--- src/rtl/ram_sp_master_pkg.sv ---
// Shared definitions for the ram_sp request-side controller: FSM state
// encoding and the width helper used for credit/occupancy counters.
package ram_sp_master_pkg;

  typedef enum logic {
    ST_FLUSH = 1'b0,
    ST_RUN   = 1'b1
  } state_e;

  // Width of a counter that must hold every value from 0 to n inclusive.
  function automatic int cnt_width(input int n);
    return $clog2(n) + 1;
  endfunction

endpackage

--- src/rtl/ram_sp_master_if.sv ---
// Client-side command/response channel of ram_sp_master.
// master: the client issuing commands; slave: the controller.
interface ram_sp_master_if #(
  parameter int DATA_WIDTH = 36,
  parameter int ADDR_WIDTH = 14
) ();

  logic                  req_valid;
  logic                  req_ready;
  logic                  req_we;
  logic [ADDR_WIDTH-1:0] req_addr;
  logic [DATA_WIDTH-1:0] req_wdata;

  logic                  rsp_valid;
  logic                  rsp_ready;
  logic [DATA_WIDTH-1:0] rsp_rdata;

  modport master (
    output req_valid, req_we, req_addr, req_wdata, rsp_ready,
    input  req_ready, rsp_valid, rsp_rdata
  );

  modport slave (
    input  req_valid, req_we, req_addr, req_wdata, rsp_ready,
    output req_ready, rsp_valid, rsp_rdata
  );

endinterface

--- src/rtl/ram_sp_master_rsp_fifo.sv ---
// rsp_fifo: synchronous FIFO whose head entry is read straight out of the
// storage registers. A push is visible one cycle later; push and pop in the
// same cycle are legal whether the FIFO is empty or full.
module rsp_fifo
  import ram_sp_master_pkg::*;
#(
  parameter int DATA_WIDTH = 36,
  parameter int DEPTH      = 8
) (
  input  logic                  clk,
  input  logic                  rst,
  input  logic                  push,
  input  logic [DATA_WIDTH-1:0] push_data,
  input  logic                  pop,
  output logic [DATA_WIDTH-1:0] pop_data,
  output logic                  full,
  output logic                  empty
);

  localparam int PW = $clog2(DEPTH);
  localparam int CW = cnt_width(DEPTH);
  localparam logic [CW-1:0] DEPTH_C = CW'(DEPTH);

  logic [PW-1:0]         wr_ptr_q, wr_ptr_d;
  logic [PW-1:0]         rd_ptr_q, rd_ptr_d;
  logic [CW-1:0]         count_q, count_d;
  logic [DATA_WIDTH-1:0] mem_q [DEPTH];
  logic                  do_push, do_pop;

  assign full     = (count_q == DEPTH_C);
  assign empty    = (count_q == '0);
  assign do_pop   = pop && !empty;
  assign do_push  = push && (!full || do_pop);
  assign pop_data = mem_q[rd_ptr_q];

  // Pointer and occupancy update; pointers wrap because DEPTH is a power of two.
  always_comb begin
    // NOTE: every always_comb output gets a default first so no path can infer a latch.
    wr_ptr_d = wr_ptr_q;
    rd_ptr_d = rd_ptr_q;
    count_d  = count_q;
    if (do_push) wr_ptr_d = wr_ptr_q + 1'b1;
    if (do_pop)  rd_ptr_d = rd_ptr_q + 1'b1;
    case ({do_push, do_pop})
      2'b10:   count_d = count_q + 1'b1;
      2'b01:   count_d = count_q - 1'b1;
      default: count_d = count_q;
    endcase
  end

  // Control registers with synchronous reset.
  always_ff @(posedge clk) begin
    // NOTE: state flops use non-blocking assignments so every flop samples pre-edge values.
    if (rst) begin
      wr_ptr_q <= '0;
      rd_ptr_q <= '0;
      count_q  <= '0;
    end else begin
      wr_ptr_q <= wr_ptr_d;
      rd_ptr_q <= rd_ptr_d;
      count_q  <= count_d;
    end
  end

  // Data storage write port.
  always_ff @(posedge clk) begin
    // NOTE: storage is not reset; the pointers alone define which entries are valid.
    if (do_push) mem_q[wr_ptr_q] <= push_data;
  end

endmodule

--- src/rtl/ram_sp_master.sv ---
// ram_sp_master: request-side controller for one ram_sp instance.
// Commands arrive on a valid/ready channel and are issued to the RAM one cycle
// after acceptance. Reads are issued only against reserved response-FIFO
// credits, so the non-stallable RAM read pipeline can never overflow the FIFO.
// After reset a FLUSH phase ignores ram_dout_valid while stale reads drain.
// Optional build macro RAM_SP_MASTER_LAT_CHECK_EN adds a read-latency tracker
// driving the sticky lat_err flag; without it lat_err is tied low.
module ram_sp_master
  import ram_sp_master_pkg::*;
#(
  parameter int DATA_WIDTH     = 36,
  parameter int ADDR_WIDTH     = 14,
  parameter int RD_LATENCY     = 5,
  parameter int RSP_FIFO_DEPTH = 8,
  parameter int FLUSH_CYCLES   = RD_LATENCY + 2
) (
  input  logic                                clk,
  input  logic                                rst,
  ram_sp_master_if.slave                      req_if,
  output logic                                ram_en,
  output logic                                ram_we,
  output logic [ADDR_WIDTH-1:0]               ram_addr,
  output logic [DATA_WIDTH-1:0]               ram_din,
  input  logic [DATA_WIDTH-1:0]               ram_dout,
  input  logic                                ram_dout_valid,
  output logic [cnt_width(RSP_FIFO_DEPTH)-1:0] outstanding,
  output logic                                lat_err
);

  localparam int CW = cnt_width(RSP_FIFO_DEPTH);
  localparam int FW = cnt_width(FLUSH_CYCLES);
  localparam logic [CW-1:0] DEPTH_C    = CW'(RSP_FIFO_DEPTH);
  localparam logic [FW-1:0] FLUSH_LAST = FW'(FLUSH_CYCLES - 1);

  state_e                state_q, state_d;
  logic [FW-1:0]         flush_cnt_q, flush_cnt_d;
  logic [CW-1:0]         credits_q, credits_d;
  logic                  ram_en_q, ram_en_d;
  logic                  ram_we_q, ram_we_d;
  logic [ADDR_WIDTH-1:0] ram_addr_q, ram_addr_d;
  logic [DATA_WIDTH-1:0] ram_din_q, ram_din_d;

  logic in_run, accept, rd_accept, rsp_pop, rsp_push;
  logic fifo_full, fifo_empty;

  // Handshake qualifiers. Writes are also held off at zero credits.
  assign in_run           = (state_q == ST_RUN);
  assign req_if.req_ready = in_run && (credits_q != '0);
  assign accept           = req_if.req_valid && req_if.req_ready;
  assign rd_accept        = accept && !req_if.req_we;
  assign rsp_pop          = req_if.rsp_valid && req_if.rsp_ready;
  assign rsp_push         = in_run && ram_dout_valid;

  // FLUSH counts FLUSH_CYCLES cycles, then RUN holds until the next reset.
  always_comb begin
    state_d     = state_q;
    flush_cnt_d = flush_cnt_q;
    case (state_q)
      ST_FLUSH: begin
        if (flush_cnt_q == FLUSH_LAST) state_d = ST_RUN;
        else                           flush_cnt_d = flush_cnt_q + 1'b1;
      end
      ST_RUN: begin
        state_d = ST_RUN;
      end
      default: state_d = ST_FLUSH;
    endcase
  end

  // Credits: one reserved per accepted read, returned per response pop.
  always_comb begin
    credits_d = credits_q;
    case ({rd_accept, rsp_pop})
      2'b10:   credits_d = credits_q - 1'b1;
      2'b01:   credits_d = credits_q + 1'b1;
      default: credits_d = credits_q;
    endcase
  end

  // Issue stage: an accepted command drives the RAM pins for exactly one cycle.
  always_comb begin
    ram_en_d   = accept;
    ram_we_d   = accept && req_if.req_we;
    ram_addr_d = ram_addr_q;
    ram_din_d  = ram_din_q;
    if (accept) begin
      ram_addr_d = req_if.req_addr;
      ram_din_d  = req_if.req_wdata;
    end
  end

  // Controller registers; reset discards in-flight reads and restarts FLUSH.
  always_ff @(posedge clk) begin
    if (rst) begin
      state_q     <= ST_FLUSH;
      flush_cnt_q <= '0;
      credits_q   <= DEPTH_C;
      ram_en_q    <= 1'b0;
      ram_we_q    <= 1'b0;
      ram_addr_q  <= '0;
      ram_din_q   <= '0;
    end else begin
      state_q     <= state_d;
      flush_cnt_q <= flush_cnt_d;
      credits_q   <= credits_d;
      ram_en_q    <= ram_en_d;
      ram_we_q    <= ram_we_d;
      ram_addr_q  <= ram_addr_d;
      ram_din_q   <= ram_din_d;
    end
  end

  assign ram_en      = ram_en_q;
  assign ram_we      = ram_we_q;
  assign ram_addr    = ram_addr_q;
  assign ram_din     = ram_din_q;
  assign outstanding = DEPTH_C - credits_q;

  rsp_fifo #(
    .DATA_WIDTH (DATA_WIDTH),
    .DEPTH      (RSP_FIFO_DEPTH)
  ) u_rsp_fifo (
    .clk       (clk),
    .rst       (rst),
    .push      (rsp_push),
    .push_data (ram_dout),
    .pop       (req_if.rsp_ready),
    .pop_data  (req_if.rsp_rdata),
    .full      (fifo_full),
    .empty     (fifo_empty)
  );

  assign req_if.rsp_valid = !fifo_empty;

  // Credit construction guarantees room for every returning read.
  a_no_overflow: assert property (@(posedge clk) disable iff (rst)
    !(rsp_push && fifo_full && !req_if.rsp_ready));

`ifdef RAM_SP_MASTER_LAT_CHECK_EN
  logic [RD_LATENCY-1:0] trk_q, trk_d;
  logic                  lat_err_q, lat_err_d;
  logic                  rd_issue;

  assign rd_issue = ram_en_q && !ram_we_q;

  // Tracker predicts dout_valid RD_LATENCY cycles after each issued read.
  always_comb begin
    trk_d     = (trk_q << 1) | RD_LATENCY'(rd_issue);
    lat_err_d = lat_err_q || (in_run && (ram_dout_valid != trk_q[RD_LATENCY-1]));
  end

  // Tracker and sticky error flag; only reset clears the flag.
  always_ff @(posedge clk) begin
    if (rst) begin
      trk_q     <= '0;
      lat_err_q <= 1'b0;
    end else begin
      trk_q     <= trk_d;
      lat_err_q <= lat_err_d;
    end
  end

  assign lat_err = lat_err_q;
`else
  assign lat_err = 1'b0;
`endif

endmodule

--- src/flat_wrapper.sv ---
// flat-port wrapper written by rule: the top's interface ports become plain ports
module ram_sp_master_flat import ram_sp_master_pkg::*;
#(
  parameter int DATA_WIDTH     = 36,
  parameter int ADDR_WIDTH     = 14,
  parameter int RD_LATENCY     = 5,
  parameter int RSP_FIFO_DEPTH = 8,
  parameter int FLUSH_CYCLES   = RD_LATENCY + 2
)
  (clk, rst, ram_en, ram_we, ram_addr, ram_din, ram_dout, ram_dout_valid, outstanding, lat_err, req_if_req_valid, req_if_req_we, req_if_req_addr, req_if_req_wdata, req_if_rsp_ready, req_if_req_ready, req_if_rsp_valid, req_if_rsp_rdata);
  ram_sp_master_if #(.DATA_WIDTH(DATA_WIDTH), .ADDR_WIDTH(ADDR_WIDTH)) req_if_i ();
  input  logic clk;
  input  logic rst;
  output logic ram_en;
  output logic ram_we;
  output logic [ADDR_WIDTH-1:0] ram_addr;
  output logic [DATA_WIDTH-1:0] ram_din;
  input  logic [DATA_WIDTH-1:0] ram_dout;
  input  logic ram_dout_valid;
  output logic [cnt_width(RSP_FIFO_DEPTH)-1:0] outstanding;
  output logic lat_err;
  input wire logic [$bits(req_if_i.req_valid)-1:0] req_if_req_valid;
  input wire logic [$bits(req_if_i.req_we)-1:0] req_if_req_we;
  input wire logic [$bits(req_if_i.req_addr)-1:0] req_if_req_addr;
  input wire logic [$bits(req_if_i.req_wdata)-1:0] req_if_req_wdata;
  input wire logic [$bits(req_if_i.rsp_ready)-1:0] req_if_rsp_ready;
  output wire logic [$bits(req_if_i.req_ready)-1:0] req_if_req_ready;
  output wire logic [$bits(req_if_i.rsp_valid)-1:0] req_if_rsp_valid;
  output wire logic [$bits(req_if_i.rsp_rdata)-1:0] req_if_rsp_rdata;
  assign req_if_i.req_valid = req_if_req_valid;
  assign req_if_i.req_we = req_if_req_we;
  assign req_if_i.req_addr = req_if_req_addr;
  assign req_if_i.req_wdata = req_if_req_wdata;
  assign req_if_i.rsp_ready = req_if_rsp_ready;
  assign req_if_req_ready = req_if_i.req_ready;
  assign req_if_rsp_valid = req_if_i.rsp_valid;
  assign req_if_rsp_rdata = req_if_i.rsp_rdata;
  ram_sp_master #(.DATA_WIDTH(DATA_WIDTH), .ADDR_WIDTH(ADDR_WIDTH), .RD_LATENCY(RD_LATENCY), .RSP_FIFO_DEPTH(RSP_FIFO_DEPTH), .FLUSH_CYCLES(FLUSH_CYCLES)) u_core (.clk(clk), .rst(rst), .req_if(req_if_i), .ram_en(ram_en), .ram_we(ram_we), .ram_addr(ram_addr), .ram_din(ram_din), .ram_dout(ram_dout), .ram_dout_valid(ram_dout_valid), .outstanding(outstanding), .lat_err(lat_err));
endmodule
--- config.mk ---
export PLATFORM = sky130hd
export DESIGN_NAME = ram_sp_master_flat
export DESIGN_NICKNAME = d
export VERILOG_FILES = /design/src/rtl/ram_sp_master_pkg.sv /design/src/rtl/ram_sp_master_if.sv /design/src/rtl/ram_sp_master_rsp_fifo.sv /design/src/rtl/ram_sp_master.sv /design/src/flat_wrapper.sv
export SDC_FILE = /design/constraint.sdc
export NUM_CORES = 1
export LEC_CHECK = 0
export BUFFER_PORTS_ARGS = -buffer_cell sky130_fd_sc_hd__buf_2
export CORE_MARGIN = 8
export CORE_UTILIZATION = 57
export CTS_CLUSTER_SIZE = 28
export DETAILED_ROUTE_END_ITERATION = 8
export PLACE_DENSITY = 0.85
export SETUP_SLACK_MARGIN = 0.02
export SLEW_MARGIN = 20
export SYNTH_ARGS = -nofsm -noshare
export SYNTH_HDL_FRONTEND = slang
export SYNTH_SLANG_ARGS = --single-unit
--- constraint.sdc ---
create_clock -name clk -period 6.6 [get_ports clk]
set_input_delay 0.33 -clock clk [delete_from_list [all_inputs] [get_ports clk]]
set_output_delay 0.33 -clock clk [all_outputs]
set_load 0.02 [all_outputs]
# == Word level (Yosys, flattened, before mapping) ==
# Memories as Yosys holds them, arrays and structs flattened. A register that Yosys moved wholly into a read port is not among the register bits.
# Index checks and enable logic that the tools add are counted.
# word_totals
ff_bits,71
memories,1
ram_bits,288
out_inout_bits,95
# classes
reduce_logical,16
eq_ne,6
bitwise_logic,2
n_addsub,8
muxes,8
# mem_list
name,depth,word_bits,read_ports,rd_clocked_by_memory_dff,write_ports,line,text
u_core.u_rsp_fifo.mem_q,8,36,1,1,1,ram_sp_master_rsp_fifo.sv:27,logic [DATA_WIDTH-1:0] mem_q [DEPTH];
# op_table
cell,count
one-hot mux 4 bit (2 select lines),2
adder 4 x 1 -> 4 bit (second input constant),3
subtractor 4 x 1 -> 4 bit (second input constant),2
logical AND 1 bit,7
adder 3 x 1 -> 3 bit (second input constant),2
2-to-1 mux 3 bit,2
== test 2 x 1 -> 1 bit (second input constant),2
== test 2 bit (second input constant),2
== test 4 x 3 -> 1 bit (second input constant),1
== test 4 bit (second input constant),1
logical NOT 4 bit,1
nonzero test 2 bit,2
nonzero test 4 bit,1
subtractor 4 bit (first input constant),1
logical NOT 1 bit,3
2-to-1 mux 1 bit,3
NOT 1 bit,2
one-hot mux 1 bit (2 select lines),1
AND reduction 2 bit,1
logical OR 1 bit,1

# == Depth between registers and ports, before layout ==
# Gate-level depths: netlist (run 1).
# logic_depth
ltp_word,7
depth_mapped,13
depth_no_buf,12

# == Modules after synthesis ==
# Synthesis (run 1) repeated with hierarchy kept, for this count alone.
# hier_totals
hier_cells,787
area_unflattened_um2,14345.0
# modules_own_cells
mod,seq_area_each_um2,area_per_inst_um2,cells_per_inst,instances
rsp_fifo,8908.5,11826.3,499,1
ram_sp_master,1221.2,2518.7,288,1

# == Worst setup path after synthesis (run 1) ==
# Ideal clock, no wire load.
# synth_timing
path_kind,reg2reg
startpoint,reg u_core.state_q (netlist: u_core.in_run)
endpoint,mem u_core.u_rsp_fifo.mem_q[0][0] (enable)
setup_slack_ns,1.840
stages_incl_launch_ff,6
required_ns,6.081
setup_ns,0.519
n_path_buf,2
arrival_time_ns,4.241
path_cell_list,dfxtp_1 > buf_4 > and2_1 > buf_4 > o21ai_2 > nor4_1
# synth_between
elab_chain_len,4
# synth_lines
element,line,text
"start, declared",ram_sp_master.sv:35,"state_e state_q, state_d;"
"start signal, assigned",ram_sp_master.sv:103,state_q <= state_d;
logical AND 1 bit,ram_sp_master.sv:52,assign rsp_push = in_run && ram_dout_valid;
logical AND 1 bit,ram_sp_master_rsp_fifo.sv:33,assign do_push = push && (!full || do_pop);
2-to-1 mux 1 bit,ram_sp_master_rsp_fifo.sv:68,if (do_push) mem_q[wr_ptr_q] <= push_data;
2-to-1 mux 1 bit (not written as such),ram_sp_master_rsp_fifo.sv:68,
"end, declared",ram_sp_master_rsp_fifo.sv:27,
# Every way passes these cells.

==> results of run 1 <==
final timing paths:
path	from	to	slack (ns)	cells after the start
setup reg to reg	u_core.credits_q[0]	u_core.credits_q[3]	3.58	13
hold reg to reg	u_core.ram_din[6]	u_core.ram_din[6]	0.45	2
setup / recovery	flip-flop	req_if_rsp_rdata[14]	3.22	4
hold / removal	req_if_req_wdata[1]	u_core.ram_din[1]	0.06	3
flip-flops by register name, indices dropped and copies added (netlist names), named ones only:
name	cells
u_core.u_rsp_fifo.mem_q	288
u_core.ram_din	36
u_core.ram_addr	14
u_core.credits_q	4
u_core.flush_cnt_q	4
u_core.u_rsp_fifo.count_q	4
u_core.u_rsp_fifo.rd_ptr_q	3
u_core.u_rsp_fifo.wr_ptr_q	3
u_core.in_run	1
u_core.ram_en	1
u_core.ram_we	1
placed cells by master (no fill, tap or decap), drive strengths merged, types with 2 or more instances in the layout:
| master | n |
|---|---|
| o21ai | 5 |
| mux4 | 72 |
| xnor2 | 6 |
| nand2 | 105 |
| clkbuf | 43 |
| nor2 | 26 |
| inv | 10 |
| a21oi | 61 |
| bufinv | 4 |
| clkinv | 19 |
| nand3b | 2 |
| edfxtp | 288 |
| and2 | 2 |
| o211ai | 2 |
| nor3b | 2 |
| nand3 | 4 |
| mux2i | 5 |
| ha | 10 |
| fa | 2 |
| dfxtp | 74 |
| nand2b | 6 |
| buf | 199 |
| xor2 | 5 |
| nor3 | 6 |
| nor4 | 2 |
| mux2 | 37 |
| a211oi | 3 |
synth_stat cells, types with 3 or more instances:
| cell | instances | area share (%) |
|---|---|---|
| xor2_1 | 5 | 0.31 |
| a211oi_1 | 3 | 0.16 |
| nand2_1 | 105 | 2.8 |
| xnor2_1 | 6 | 0.37 |
| o21ai_0 | 4 | 0.14 |
| nor3_1 | 5 | 0.18 |
| nand2b_1 | 5 | 0.22 |
| a21oi_1 | 61 | 2.2 |
| nor2_1 | 26 | 0.69 |
| buf_4 | 4 | 0.21 |
| mux4_1 | 64 | 12 |
| dfxtp_1 | 74 | 10 |
| buf_6 | 8 | 0.63 |
| edfxtp_1 | 288 | 61 |
| mux4_2 | 8 | 1.3 |
| buf_2 | 12 | 0.42 |
| ha_1 | 10 | 0.88 |
| nand3_1 | 4 | 0.14 |
| inv_1 | 9 | 0.24 |
| mux2i_1 | 5 | 0.35 |
| mux2_2 | 37 | 2.9 |
| buf_1 | 10 | 0.26 |
| clkbuf_1 | 11 | 0.29 |
cell type report:
cell class / instances / area share [%]
sequential: 362 / 60.9
multi-input combinational: 382 / 22.9
clock inverter: 23 / 1.23
inverter: 10 / 0.225
tap: 324 / 2.44
clock buffer: 43 / 5.95
timing repair buffer: 199 / 6.34
metal layers:
layer	global-route usage, %	wire length (um)	vias to the layer above
met5	0	49	-
met4	5.56	611	8
met3	6.06	2590	62
met2	34.7	15300	356
met1	23.7	11900	3871
li1	-	-	3527
cell families (layout without fill, tap and decap cells):
group | Yosys count | count (layout) | share of synthesized area (%)
compound gates | 83 | 83 | 3.38
xor+xnor | 11 | 11 | 0.679
fa+ha+maj | 12 | 12 | 1.16
buf+inv | 56 | 275 | 2.12
flops | 362 | 362 | 71.3
mux | 114 | 114 | 16.4
other cells | 1 | 1 | 0.0264
simple gates | 161 | 161 | 4.88
power groups by stage:
stage | Clock, mW | Combinational, mW | Sequential (mW)
final | 2.04 | 1.10 | 2.59
after detailed placement | 0 | 1.10 | 2.64
after global routing | 2.17 | 1.18 | 2.60
after global placement | 0 | 1.08 | 2.63
after floorplan | 0 | 0.890 | 2.58
after CTS | 2.08 | 1.12 | 2.59
per-stage QoR:
stage                     worst slack (ns)  utilization (%)  power, mW
after floorplan                       1.84                -       3.47
after detailed placement              3.56             63.3       3.74
after global placement                3.65             63.2       3.72
final                                 3.22             68.2       5.72
after CTS                             3.16             68.2       5.79
after global routing                  3.07             68.2       5.95
tightest hold or removal path, delay by kind of cell:
family | cells | cell delay (ns)
AND/OR/NAND/NOR | 1 | 0.04
AO/OA/AOI/OAI | 1 | 0.05
buffers and inverters | 1 | 0.09
==> flow_metrics.tcl, run 1 <==
set metrics [dict create \
    outcome "finished clean" \
    combinationalPowerShare_pct 19.2 \
    worstPathArrival_ns 3.05 \
    synthDistinctLibCells 53 \
    gp_congestion 0.775 \
    cts_hold_buffers 0 \
    cts_buffers 37 \
    clkSlewWorstSetupHoldPaths_ns 0.06 \
    max_freq_mhz 296 \
    synth_area_sq_um 14200 \
    grt_start_max_net_pins 79 \
    cp_top_family "multiplexers" \
    multi_input_area_sq_um 3810 \
    ys_seq_area_share_pct 71.3 \
    drc 0 \
    synth_nets 904 \
    vias 7824 \
    htree_num_levels 2 \
    crit_chain "buf_4 > mux4_1 > mux2_2 > buf_2" \
    drt_iter0_markers 568 \
    start_util_pct 58.2 \
    rows 57 \
    cap_violations 0 \
    hold_ws_ns 0.0571 \
    worstPathMaxFanout 44 \
    report.final.hold_viol_count 0 \
    synth-edff-count 288 \
    final_cell_count_no_fill 1343 \
    clk-insertion-delay-late_ns 0.51 \
    p_sw_share_pct 25.6 \
    period_share_pct 51.2 \
    cp_num_buf_inv 2 \
    antenna_found_initial 4 \
    grt_pass1_vias 8253 \
    fp.dieArea_sq_um 30200 \
    rsz0062_at_grt "false" \
    ir_worst_vdd_mv 0.213 \
    finalSetupTns_ns 0 \
    clkPwrFrac_pct 35.6 \
    setup.worst_path.class "reg -> out" \
    dp_cells 1277 \
    grt_pass1_wl_um 46900 \
    clkSinkCount 362 \
    synth_ff_type "edfxtp_1" \
    nNetsFinal 1096 \
    min_path_type "in -> reg" \
    synth_cells 800 \
    area_delta_synth_final_pct 17.2 \
    cts_resized 0 \
    firstDrtPassIters 6 \
    hpwl_um 18000 \
    p_switching_mw 1.47 \
    drive_gt1_share_pct 30.7 \
    power-per-cell-area_nw_per_um2 344 \
    p_int_mw 4.26 \
    setup_viol 0 \
    avgSynthCellArea_sq_um 17.7 \
    io_buffers 185 \
    drv_slew 0 \
    cts_tree "built" \
    yosys_warnings 0 \
    wl_um 30400 \
    cp-end-kind "output port" \
    register_area_sq_um 10100 \
    fp.dieH_um 174 \
    post_drt_via_cell_ratio 5.83 \
    cp.required_ns 6.27 \
    cts_setup_buffers 0 \
    critPathSlowestCell "buf_4" \
    relSlewSlack_pct 27.0 \
    worstSetupStartpointType "flip-flop" \
    avgRoutedWirePerCell_um 22.7 \
    diodes 0 \
    ant_nets 0 \
    die_w_um 174 \
    leakage_nw 5.87 \
    ys_ff_latch 362 \
    finClkSkew_ns 0.00878 \
    io_pins 187 \
    grt_use_total_pct 19.9 \
    finalInstanceArea_sq_um 16600 \
    clockBufferDepth 3 \
    globalRouteOverflowTotal 0 \
    clock-root-buffer "clkbuf_16" \
    fillCellCount 1559 \
    p_seq_share_pct 45.2 \
    fin_crit_ns 3.38 \
    worstMarginPinSlew_ns 1.09 \
    dpl_cell_area_sq_um 15400 \
    max_stage_delay_ns 0.68 \
    core_area_sq_um 24400 \
    async_flop_share_pct 0 \
]
Note: power is estimated with default switching activity, not from simulation.
==> inputs of run 2 (changes only) <==
CORE_UTILIZATION = 52   (was 57)
PLACE_DENSITY = 0.82   (was 0.85)
clock period = 2.7 ns   (was 6.6 ns; I/O delays follow)
==> run 2 against run 1 <==
Compared with the run above: combinational power grew to 2.8 times the previous value; utilization shrank 1.4 points; register-to-register slack lost 3.4 ns; first-iteration DRC count shrank 8.8%; non-clock buffer count grew 108; critical path type unchanged.
==> flow_metrics.tcl, run 2 (synthesis results as in run 1) <==
set metrics [dict create \
    diodes 0 \
    grt_start_max_net_pins 73 \
    area_delta_synth_final_pct 26.5 \
    gp_congestion 0.765 \
    cts_tree "built" \
    cts_buffers 37 \
    avgRoutedWirePerCell_um 22.4 \
    worstMarginPinSlew_ns 0.882 \
    layout_common_cells "edfxtp_1 (288), buf_2 (185), nand2_1 (105)" \
    grt_busiest_layer "met2" \
    nNetsFinal 1204 \
    p_seq_share_pct 42.5 \
    rows 60 \
    p_sw_share_pct 25.9 \
    cp-end-kind "output port" \
    grtUsageMet1_pct 24.0 \
    critPathSlowestCell "mux4_1" \
    grt_use_met2_pct 34.3 \
    worstSetupStartpointType "flip-flop" \
    largest-register "u_core.u_rsp_fifo.mem_q" \
    htree_num_levels 2 \
    fp.dieArea_sq_um 32800 \
    register_area_sq_um 10100 \
    drt_iter0_markers 518 \
    grt_pass1_vias 8812 \
    globalRouteOverflowTotal 0 \
    post_drt_via_cell_ratio 5.69 \
    grt_use_total_pct 19.8 \
    relSlewSlack_pct 41.0 \
    fin_crit_ns 2.53 \
    ff2ff_setup_slack_ns 0.23 \
    leakage_nw 6.42 \
    hp-start "req_if_rsp_ready" \
    io_buffers 185 \
    power-per-cell-area_nw_per_um2 817 \
    core_area_sq_um 26900 \
    largest_reg_flops 288 \
    grt_pass1_wl_um 50600 \
    vias 8363 \
    combinationalPowerShare_pct 21.0 \
    outcome "finished clean" \
    finClkSkew_ns 0.0154 \
    report.final.hold_viol_count 0 \
    drv_slew 0 \
    reg2reg_from "u_core.u_rsp_fifo.count_q[0]" \
    p_int_mw 10.9 \
    max_stage_delay_ns 0.66 \
    clkSinkCount 362 \
    crit_chain "buf_4 > mux4_1 > mux2_2 > buf_2" \
    worstPathMaxFanout 11 \
    multi_input_area_sq_um 3850 \
    ant_nets 0 \
    clk-insertion-delay-late_ns 0.52 \
    ir_worst_vdd_mv 0.615 \
    worstPathArrival_ns 2.39 \
    firstDrtPassIters 5 \
    start_util_pct 52.8 \
    cap_violations 0 \
    finalInstanceArea_sq_um 18000 \
    final_cell_count_no_fill 1470 \
    rsz0062_at_grt "false" \
    use_met3_pct 5.80 \
    clockBufferDepth 3 \
    drc 0 \
    wl_um 32900 \
    drive_gt1_share_pct 30.3 \
    hpwl_um 19100 \
    setup_viol 0 \
    dp_cells 1307 \
    period_share_pct 93.7 \
    hold_path_end "u_core.u_rsp_fifo.count_q[2]" \
    p_switching_mw 3.81 \
    layout.cells.most_common "edfxtp_1" \
    clkSlewWorstSetupHoldPaths_ns 0.06 \
    max_freq_mhz 395 \
    fp.dieH_um 181 \
    fillCellCount 1656 \
    clock-root-buffer "clkbuf_16" \
    cp.required_ns 2.57 \
    clkPwrFrac_pct 36.5 \
    setup.worst_path.class "reg -> out" \
    min_path_type "in -> reg" \
    dpl_cell_area_sq_um 15700 \
    r2r-end "u_core.u_rsp_fifo.count_q[3]" \
    die_w_um 181 \
    holdPathStages 3 \
    io_pins 187 \
    rr_worst_depth 11 \
    antenna_found_initial 0 \
]
## run 2: changes by cell type in the layout (fill, tap and decap cells not counted), sizes merged
| cell | previous run | this run |
|---|---|---|
| clkinv | 19 | 16 |
| buf | 199 | 220 |
| clkbuf | 43 | 45 |
| bufinv | 4 | 6 |
| dlygate4sd3 | 0 | 87 |
| clkinvlp | 0 | 1 |
## run 2: timing repair
| action | CTS | global route |
|---|---|---|
| endpoints found under the setup margin | 0 | 3 |
| hold endpoints to repair | 339 | 0 |
| hold buffers | 87 | 0 |
| gates resized for setup | 0 | 3 |
| setup buffers | 0 | 7 |
## run 2: layout make-up
cell class                 instances  share of cell area, %
clock buffer                      45                   5.56
clock inverter                    23                   1.62
inverter                          10                  0.209
multi-input combinational        382                   21.4
sequential                       362                   56.4
tap                              341                   2.38
timing repair buffer             307                   12.4
## run 2: worst max path at each step
| stage | start | end | slack [ns] | cells past startpoint |
|---|---|---|---|---|
| after floorplan | u_core.in_run | u_core.u_rsp_fifo.mem_q[7][0] | -0.43 | 6 |
| after global placement | u_core.u_rsp_fifo.count_q[1] | u_core.u_rsp_fifo.mem_q[7][20] | 0.23 | 4 |
| after detailed placement | u_core.credits_q[1] | u_core.credits_q[3] | 0.15 | 12 |
| after CTS | flip-flop | req_if_rsp_rdata[0] | 0.09 | 4 |
| after global routing | u_core.u_rsp_fifo.count_q[0] | u_core.u_rsp_fifo.count_q[2] | 0.05 | 11 |
| final | flip-flop | req_if_rsp_rdata[30] | 0.17 | 4 |
## run 2: stage by stage
stage / setup TNS [ns] / worst slack (ns) / hold slack [ns] / utilization (%) / total power [mW]
detailed placement: 0 / 0.147 / 0.367 / 58.5 / 9.25
finish: 0 / 0.171 / 0.0596 / 66.8 / 14.7
floorplan: -58.62 / -0.430 / 0.234 / - / 8.48
global route: 0 / 0.0525 / 0.0607 / 66.8 / 15.2
global placement: 0 / 0.230 / 0.374 / 58.2 / 9.18
CTS: 0 / 0.0906 / 0.0213 / 66.6 / 14.7
## run 2: worst max-delay path, delay by kind of cell, from the launching register on
kind | cells | cell delay (ns)
buffers and inverters | 2 | 0.43
DFF | 1 | 0.47
muxes | 2 | 0.97
## run 2: power groups by stage
stage	clock (mW)	sequential (mW)	combinational, mW
after detailed placement	0	6.37	2.88
after global placement	0	6.36	2.82
after floorplan	0	6.31	2.18
after global routing	5.65	6.25	3.31
after CTS	5.46	6.25	3.01
final	5.36	6.24	3.08
## run 2: per-layer routing
layer	part of all wire [%]	routed length, um
met1	39	12900
met2	50	16500
met3	8.9	2940
met4	1.8	606
met5	0	0
